===== config.mk =====
export PLATFORM = sky130hd
export DESIGN_NAME = id_ex_stage
export DESIGN_NICKNAME = d
export VERILOG_FILES = /design/src/rtl/id_ex_stage.sv
export SDC_FILE = /design/constraint.sdc
export NUM_CORES = 1
export LEC_CHECK = 0
export CELL_PAD_IN_SITES_DETAIL_PLACEMENT = 1
export CELL_PAD_IN_SITES_GLOBAL_PLACEMENT = 2
export CORE_MARGIN = 2
export CORE_UTILIZATION = 22
export DETAILED_ROUTE_END_ITERATION = 10
export PLACE_DENSITY_LB_ADDON = 0.1
export RECOVER_POWER = 25
export SYNTH_ARGS = -nofsm -noshare
export SYNTH_HDL_FRONTEND = slang
export SYNTH_SLANG_ARGS = --single-unit
export TNS_END_PERCENT = 30

===== constraint.sdc =====
create_clock -name clk -period 7 [get_ports clk]
set_clock_uncertainty 0.1 [all_clocks]
set_input_delay 1.4 -clock clk [delete_from_list [all_inputs] [get_ports clk]]
set_output_delay 1.4 -clock clk [all_outputs]
set_load 0.02 [all_outputs]

===== src/rtl/id_ex_stage.sv =====
// id_ex_stage
// -----------
// Decode stage of the MIPS pipeline together with the ID/EX pipeline register.
// The instruction held in IF/ID is decoded combinationally. Its source register
// numbers go straight out to the register file. The register file reads on the
// falling edge, so the returned operands are stable at the next rising edge,
// where they are captured into the ID/EX register together with the control bits.
//
// Ports
//   clk, rst                      rising-edge clock, synchronous active-high reset
//   if_id_valid/instr/pc4         contents of the IF/ID register
//   rd_data1, rd_data2            register-file ReadData1 / ReadData2
//   wb_regwrite, wb_rd, wb_data   write-back port; bypassed into the captured operands
//   flush                         taken branch from EX; the ID instruction is killed
//   rs_addr, rt_addr              combinational register-file read addresses
//   stall                         combinational load-use stall (hold PC and IF/ID)
//   ex_*                          registered operands and control handed to EX

module id_ex_stage #(
    parameter int DATA_W = 32,
    parameter int REG_AW = 5
) (
    input  logic              clk,
    input  logic              rst,
    input  logic              if_id_valid,
    input  logic [31:0]       if_id_instr,
    input  logic [DATA_W-1:0] if_id_pc4,
    input  logic [DATA_W-1:0] rd_data1,
    input  logic [DATA_W-1:0] rd_data2,
    input  logic              wb_regwrite,
    input  logic [REG_AW-1:0] wb_rd,
    input  logic [DATA_W-1:0] wb_data,
    input  logic              flush,
    output logic [REG_AW-1:0] rs_addr,
    output logic [REG_AW-1:0] rt_addr,
    output logic              stall,
    output logic              ex_valid,
    output logic [DATA_W-1:0] ex_a,
    output logic [DATA_W-1:0] ex_b,
    output logic [DATA_W-1:0] ex_imm,
    output logic [DATA_W-1:0] ex_pc4,
    output logic [REG_AW-1:0] ex_rs,
    output logic [REG_AW-1:0] ex_rt,
    output logic [REG_AW-1:0] ex_dest,
    output logic [5:0]        ex_opcode,
    output logic [5:0]        ex_funct,
    output logic              ex_regwrite,
    output logic              ex_memread,
    output logic              ex_memwrite,
    output logic              ex_memtoreg,
    output logic              ex_alusrc,
    output logic              ex_branch
);

    localparam logic [5:0] OP_RTYPE = 6'h00;
    localparam logic [5:0] OP_BEQ   = 6'h04;
    localparam logic [5:0] OP_ADDI  = 6'h08;
    localparam logic [5:0] OP_SLTI  = 6'h0A;
    localparam logic [5:0] OP_ANDI  = 6'h0C;
    localparam logic [5:0] OP_ORI   = 6'h0D;
    localparam logic [5:0] OP_LW    = 6'h23;
    localparam logic [5:0] OP_SW    = 6'h2B;

    // Instruction fields
    logic [5:0]        opcode;
    logic [5:0]        funct;
    logic [REG_AW-1:0] rd_field;
    logic [15:0]       imm16;

    // Decoded control for the instruction currently in IF/ID
    logic              dec_regwrite;
    logic              dec_memread;
    logic              dec_memwrite;
    logic              dec_memtoreg;
    logic              dec_alusrc;
    logic              dec_branch;
    logic              dec_uses_rt;
    logic [REG_AW-1:0] dec_dest;
    logic [DATA_W-1:0] dec_imm;

    logic [DATA_W-1:0] op_a;
    logic [DATA_W-1:0] op_b;
    logic              load_use;
    logic              bubble;

    // ID/EX register
    logic              ex_valid_q,    ex_valid_d;
    logic [DATA_W-1:0] ex_a_q,        ex_a_d;
    logic [DATA_W-1:0] ex_b_q,        ex_b_d;
    logic [DATA_W-1:0] ex_imm_q,      ex_imm_d;
    logic [DATA_W-1:0] ex_pc4_q,      ex_pc4_d;
    logic [REG_AW-1:0] ex_rs_q,       ex_rs_d;
    logic [REG_AW-1:0] ex_rt_q,       ex_rt_d;
    logic [REG_AW-1:0] ex_dest_q,     ex_dest_d;
    logic [5:0]        ex_opcode_q,   ex_opcode_d;
    logic [5:0]        ex_funct_q,    ex_funct_d;
    logic              ex_regwrite_q, ex_regwrite_d;
    logic              ex_memread_q,  ex_memread_d;
    logic              ex_memwrite_q, ex_memwrite_d;
    logic              ex_memtoreg_q, ex_memtoreg_d;
    logic              ex_alusrc_q,   ex_alusrc_d;
    logic              ex_branch_q,   ex_branch_d;

    assign opcode   = if_id_instr[31:26];
    assign rs_addr  = if_id_instr[25:21];
    assign rt_addr  = if_id_instr[20:16];
    assign rd_field = if_id_instr[15:11];
    assign funct    = if_id_instr[5:0];
    assign imm16    = if_id_instr[15:0];

    // Main decoder. Unknown opcodes fall through with every control bit low and
    // no destination, so they travel down the pipe as harmless no-ops. A decoded
    // destination of $0 is already the all-zero value, which is exactly the
    // "no register write" encoding EX expects, so no separate masking is needed.
    always_comb begin
        dec_regwrite = 1'b0;
        dec_memread  = 1'b0;
        dec_memwrite = 1'b0;
        dec_memtoreg = 1'b0;
        dec_alusrc   = 1'b0;
        dec_branch   = 1'b0;
        dec_uses_rt  = 1'b0;
        dec_dest     = '0;
        case (opcode)
            OP_RTYPE: begin
                dec_regwrite = 1'b1;
                dec_uses_rt  = 1'b1;
                dec_dest     = rd_field;
            end
            OP_LW: begin
                dec_regwrite = 1'b1;
                dec_memread  = 1'b1;
                dec_memtoreg = 1'b1;
                dec_alusrc   = 1'b1;
                dec_dest     = rt_addr;
            end
            OP_SW: begin
                dec_memwrite = 1'b1;
                dec_alusrc   = 1'b1;
                dec_uses_rt  = 1'b1;
            end
            OP_BEQ: begin
                dec_branch   = 1'b1;
                dec_uses_rt  = 1'b1;
            end
            OP_ADDI, OP_SLTI, OP_ANDI, OP_ORI: begin
                dec_regwrite = 1'b1;
                dec_alusrc   = 1'b1;
                dec_dest     = rt_addr;
            end
            default: begin
            end
        endcase
    end

    // Logical immediates are zero-extended; everything else is sign-extended.
    always_comb begin
        if (opcode == OP_ANDI || opcode == OP_ORI) begin
            dec_imm = {{(DATA_W-16){1'b0}}, imm16};
        end else begin
            dec_imm = {{(DATA_W-16){imm16[15]}}, imm16};
        end
    end

    // The register file is written on the same rising edge that captures its read
    // data, so the read port still shows the old value. Bypass the write-back
    // data directly; $0 is never bypassed because it is hard-wired to zero.
    always_comb begin
        op_a = rd_data1;
        op_b = rd_data2;
        if (wb_regwrite && (wb_rd != '0) && (wb_rd == rs_addr)) begin
            op_a = wb_data;
        end
        if (wb_regwrite && (wb_rd != '0) && (wb_rd == rt_addr)) begin
            op_b = wb_data;
        end
    end

    // Load-use detection against the load sitting in EX. The rs match is not
    // qualified by usage, the rt match only counts when the instruction reads rt.
    // A flush kills the ID instruction, so there is nothing left to stall.
    always_comb begin
        load_use = if_id_valid && ex_valid_q && ex_memread_q && (ex_dest_q != '0) &&
                   ((ex_dest_q == rs_addr) || (dec_uses_rt && (ex_dest_q == rt_addr)));
        stall    = load_use && !flush;
        bubble   = flush || load_use || !if_id_valid;
    end

    // Next state of the ID/EX register. Datapath fields are always loaded; on a
    // bubble only the valid bit, control bits and destination are forced to zero,
    // which is all EX and the hazard logic look at.
    always_comb begin
        ex_a_d        = op_a;
        ex_b_d        = op_b;
        ex_imm_d      = dec_imm;
        ex_pc4_d      = if_id_pc4;
        ex_rs_d       = rs_addr;
        ex_rt_d       = rt_addr;
        ex_opcode_d   = opcode;
        ex_funct_d    = funct;
        ex_valid_d    = 1'b0;
        ex_dest_d     = '0;
        ex_regwrite_d = 1'b0;
        ex_memread_d  = 1'b0;
        ex_memwrite_d = 1'b0;
        ex_memtoreg_d = 1'b0;
        ex_alusrc_d   = 1'b0;
        ex_branch_d   = 1'b0;
        if (!bubble) begin
            ex_valid_d    = 1'b1;
            ex_dest_d     = dec_dest;
            ex_regwrite_d = dec_regwrite;
            ex_memread_d  = dec_memread;
            ex_memwrite_d = dec_memwrite;
            ex_memtoreg_d = dec_memtoreg;
            ex_alusrc_d   = dec_alusrc;
            ex_branch_d   = dec_branch;
        end
    end

    // ID/EX register with synchronous reset clearing every field.
    always_ff @(posedge clk) begin
        if (rst) begin
            ex_valid_q    <= 1'b0;
            ex_a_q        <= '0;
            ex_b_q        <= '0;
            ex_imm_q      <= '0;
            ex_pc4_q      <= '0;
            ex_rs_q       <= '0;
            ex_rt_q       <= '0;
            ex_dest_q     <= '0;
            ex_opcode_q   <= '0;
            ex_funct_q    <= '0;
            ex_regwrite_q <= 1'b0;
            ex_memread_q  <= 1'b0;
            ex_memwrite_q <= 1'b0;
            ex_memtoreg_q <= 1'b0;
            ex_alusrc_q   <= 1'b0;
            ex_branch_q   <= 1'b0;
        end else begin
            ex_valid_q    <= ex_valid_d;
            ex_a_q        <= ex_a_d;
            ex_b_q        <= ex_b_d;
            ex_imm_q      <= ex_imm_d;
            ex_pc4_q      <= ex_pc4_d;
            ex_rs_q       <= ex_rs_d;
            ex_rt_q       <= ex_rt_d;
            ex_dest_q     <= ex_dest_d;
            ex_opcode_q   <= ex_opcode_d;
            ex_funct_q    <= ex_funct_d;
            ex_regwrite_q <= ex_regwrite_d;
            ex_memread_q  <= ex_memread_d;
            ex_memwrite_q <= ex_memwrite_d;
            ex_memtoreg_q <= ex_memtoreg_d;
            ex_alusrc_q   <= ex_alusrc_d;
            ex_branch_q   <= ex_branch_d;
        end
    end

    assign ex_valid    = ex_valid_q;
    assign ex_a        = ex_a_q;
    assign ex_b        = ex_b_q;
    assign ex_imm      = ex_imm_q;
    assign ex_pc4      = ex_pc4_q;
    assign ex_rs       = ex_rs_q;
    assign ex_rt       = ex_rt_q;
    assign ex_dest     = ex_dest_q;
    assign ex_opcode   = ex_opcode_q;
    assign ex_funct    = ex_funct_q;
    assign ex_regwrite = ex_regwrite_q;
    assign ex_memread  = ex_memread_q;
    assign ex_memwrite = ex_memwrite_q;
    assign ex_memtoreg = ex_memtoreg_q;
    assign ex_alusrc   = ex_alusrc_q;
    assign ex_branch   = ex_branch_q;

endmodule


* Word level (Yosys, flattened, before mapping) *
Cells that the tools add are included.

operators by class
  equality and inequality tests = 11
  mux-type cells = 10
  reductions and logical operators = 24

operator list
  operator                                                                count
  32-bit 2-to-1 mux                                                       2
  6-bit by 4-bit equality test with 1-bit output (second input constant)  4
  5-bit equality test                                                     4
  6-bit equality test (second input constant)                             2
  6-bit OR reduction                                                      2
  5-bit one-hot mux with 2 select lines                                   1
  5-bit nonzero test                                                      2
  1-bit logical AND                                                       9
  1-bit 2-to-1 mux                                                        7
  6-bit by 3-bit equality test with 1-bit output (second input constant)  1
  6-bit logical NOT                                                       1
  5-bit OR reduction                                                      1
  1-bit logical OR                                                        4
  2-bit OR reduction                                                      2
  3-bit OR reduction                                                      1
  1-bit logical NOT                                                       2

storage, ports and cells
  flip-flop bits (word level) = 146
  input port bits = 170

* Depth between registers and ports, before layout *
  depth in word-level cells = 9
  gate-level depth with buffers = 6

* Worst setup path after synthesis *
No wires, ideal clock.

  kind = in2out
  start = input port if_id_instr[27]
  end = output port stall
  arrival = 2.825 ns
  required time = 5.500 ns
  setup slack = 2.675 ns
  cell stages on the path = 4
  path buffers = 0
  path through = or4_1 or2_1 a2111oi_4 o21ba_2

between the ends
  cells in the longest elaborated chain, start to end = 7
  elaborated cells on any way between the ends = 9

RTL lines
  what                                                                    RTL line  RTL
  start, declared                                                         26        input logic [31:0] if_id_instr,
  6-bit by 3-bit equality test with 1-bit output (tied with other cells)  124       case (opcode)
  3-bit OR reduction (no line) (*)                                        --
  1-bit 2-to-1 mux (*)                                                    124
  1-bit logical AND (*)                                                   184       ((ex_dest_q == rs_addr) || (dec_uses_rt && (ex_dest_q == rt_addr)));
  1-bit logical OR (*)                                                    184
  1-bit logical AND (*)                                                   183       load_use = if_id_valid && ex_valid_q && ex_memread_q && (ex_dest_q != '0) &&
  1-bit logical AND (*)                                                   185       stall = load_use && !flush;
  end, declared                                                           36        output logic stall,

Mark *: on every way between the ends. The rest lies on a longest branch, timed or not.

* Final worst setup path *
Same ends and word-level chain as after synthesis.

==> flow_summary.json <==
{
  "cp-startpoint": "if_id_instr[27]",
  "p_int_mw": 1.566,
  "wirelength_um": 19500,
  "rsz0062_at_grt": "false",
  "violations": "max-capacitance violations, max-slew violations",
  "sequentialPowerShare": 0.403,
  "clk_latency_ps": 420,
  "tns_ps": 0,
  "arrival_ps": 4280,
  "worstSetupEndpointType": "output port",
  "slew-limit-headroom": -1.627,
  "crit_buf_inv": 2,
  "rows": 57,
  "worstSetupPathType": "primary input to output port",
  "p_sw_frac": 0.2601,
  "grt_usage": 0.1501,
  "core_sq_um": 24110,
  "seq_area_frac_synth": 0.5236,
  "power_switching_uw": 550.3,
  "crit_chain": "clkdlybuf4s50_1 -> or4_1 -> or2_1 -> a2111oi_4 -> o21ba_2 -> clkdlybuf4s50_1",
  "first_global_vias": 5034,
  "postCtsResizedCells": 0,
  "combPwrFrac": 0.174,
  "drive_above_1_share": 0.05153,
  "port-buffer-count": 342,
  "power.total_mw": 2.116,
  "p_clk_frac": 0.424,
  "synth_nets": 666,
  "period_share": 0.8263,
  "hold_viol": 0,
  "die-area_sq_um": 25590,
  "die_w_um": 160.0,
  "yosysWarnings": 0,
  "p_leak_nw": 3.647,
  "vias": 4544,
  "slew_viol_final": 109,
  "n_fill_cell": 2697,
  "max-cap-violations": 1,
  "cts_sinks": 140,
  "via_per_inst": 3.986,
  "synth.distinct_cells": 35,
  "hold_class": "flip-flop to flip-flop",
  "synthToLayoutAreaGrowth_pct": 75.95,
  "start_kind": "primary input",
  "synth-edff-count": 0,
  "syn_area_sq_um": 5353,
  "setup_violations": 0,
  "drtIter0Drc": 132,
  "drtAntennaViolNets": 0,
  "initial_core_util": 0.2220,
  "drtPass1Iterations": 4,
  "numCtsBuffers": 17,
  "power_density_nw_per_um2": 224.7,
  "async_reset_ff_frac": 0,
  "period_minus_slack_ps": 5784,
  "holdBufCountCts": 0,
  "dp_hpwl_um": 14760,
  "crit_family": "buffers and inverters",
  "hp-start": "ex_dest[1]$_SDFF_PP0_",
  "antenna_found_initial": 1,
  "cts_tree": "done",
  "grt_max_degree": 109,
  "crit_slowest_cell": "a2111oi_4",
  "clk_pin_slew_ps": 70,
  "drc": 0,
  "worstReg2RegStart": "ex_dest[3]$_SDFF_PP0_",
  "critPathMostFrequentCell": "clkdlybuf4s50_1",
  "preCtsSetupSlack_ps": 1236,
  "gp_congestion": 0.7571,
  "die_y_um": 160.0,
  "io_pins": 343,
  "max_stage_delay_ps": 730,
  "synth_ff_type": "dfxtp_1",
  "grt_overflow": 0,
  "htreeDepth": 4,
  "root_buffer": "clkbuf_16",
  "grt_pass1_wl_um": 29210,
  "syn_area_per_cell_sq_um": 10.79,
  "fin_ws_ps": 1216,
  "clockBufferDepth": 2,
  "timing.fmax_mhz": 172.9,
  "ir_drop_uv": 134.3,
  "tightest_slew_ps": 3941,
  "final_nets": 972,
  "ys_ff_latch": 140,
  "wl_per_cell_um": 17.10,
  "status": "finished with violations",
  "worstPathMaxFanout": 12,
  "netlist_instances": 496,
  "post_cts_buffers": 0,
  "crit_required_ps": 5500
}
## flip-flops by register name, indices dropped and copies added, names as in the netlist, 5 cells and up
register	cells
ex_b	32
ex_imm	17
ex_opcode	6
ex_dest	5
ex_a	32
ex_rs	5
ex_rt	5
ex_pc4	32
## cells by family after synthesis
family          count (synthesis)  share of synthesized area
xor+xnor                       20                    0.03273
compound gates                 14                    0.02338
buf+inv                        61                    0.07293
mux                            65                     0.1218
simple gates                  196                     0.2256
flops                         140                     0.5236
## path summary, 6_finish.rpt
check	to	slack, ps	cells after the start
max reg2reg	ex_alusrc$_SDFF_PP0_	4790	4
min	ex_valid$_SDFF_PP0_	780	4
min reg2reg	ex_valid$_SDFF_PP0_	780	4
max	stall	1220	6
## metal layers
layer,track usage,wire (um),vias up
met5,0,0,-
met3,0.06156,1678,24
li1,-,-,2201
met4,0.06429,486,0
met1,0.1593,7597,2121
met2,0.2627,9734,198
## cells in the mapped netlist, types with 4 or more instances
library cell | number | area [sq um]
nand2b_1 | 97 | 606.8
buf_6 | 4 | 45.04
mux2i_1 | 64 | 640.6
nor3_1 | 10 | 50.05
xnor2_1 | 20 | 175.2
nor2b_1 | 62 | 387.9
buf_4 | 34 | 255.2
nand2_1 | 5 | 18.77
a32oi_1 | 5 | 43.79
clkbuf_1 | 18 | 67.56
dfxtp_1 | 140 | 2803
nand3_1 | 4 | 20.02
## worst register-to-register path, cell delays in order (launching register included)
cell and delay, ps:
dfxtp_1 430, or4_1 150, o21ai_1 120, o31ai_1 1100
a211oi_1 140
## cell usage in the layout (no fill, tap or decap), types with 3 or more instances in the layout
cell type / count
nand2b_1: 97
nand2_1: 5
or4_1: 3
dfxtp_1: 140
dlygate4sd3_1: 13
a32oi_1: 5
clkinv_4: 3
nand3_1: 4
inv_6: 4
or3_1: 3
clkbuf_16: 17
buf_4: 3
xnor2_1: 20
clkdlybuf4s50_1: 328
nor3_1: 9
nor2b_1: 62
nor2_1: 3
mux2i_1: 64
## metrics by stage
step / area (sq um) / hold slack [ps] / utilization / std cells
CTS: 9422 / 787.6 / 0.3908 / 1139
global placement: 8837 / 757.2 / 0.3666 / 1107
detailed placement: 8837 / 776.1 / 0.3666 / 1107
finish: 9418 / 781.9 / 0.3907 / 1140
global route: 9418 / 847.3 / 0.3907 / 1140
floorplan: 5353 / 792.0 / - / 496
## power by group through the flow
stage	Combinational (mW)	Clock (mW)	Sequential, mW
final	0.367	0.897	0.852
after global routing	0.391	0.966	0.855
after CTS	0.373	0.936	0.853
after detailed placement	0.371	0	0.871
after global placement	0.367	0	0.869
after floorplan	0.101	0	0.924
## final cells by class
type | count | area (sq um) | area share
timing repair buffer | 346 | 3445 | 0.3657
multi-input combinational | 295 | 2171 | 0.2305
clock buffer | 19 | 452.9 | 0.04809
inverter | 2 | 7.507 | 0.0007971
sequential | 140 | 2803 | 0.2976
tap | 324 | 405.4 | 0.04305
antenna | 1 | 2.502 | 0.0002657
clock inverter | 13 | 131.4 | 0.01395
Power figures use the tool's default switching activity.
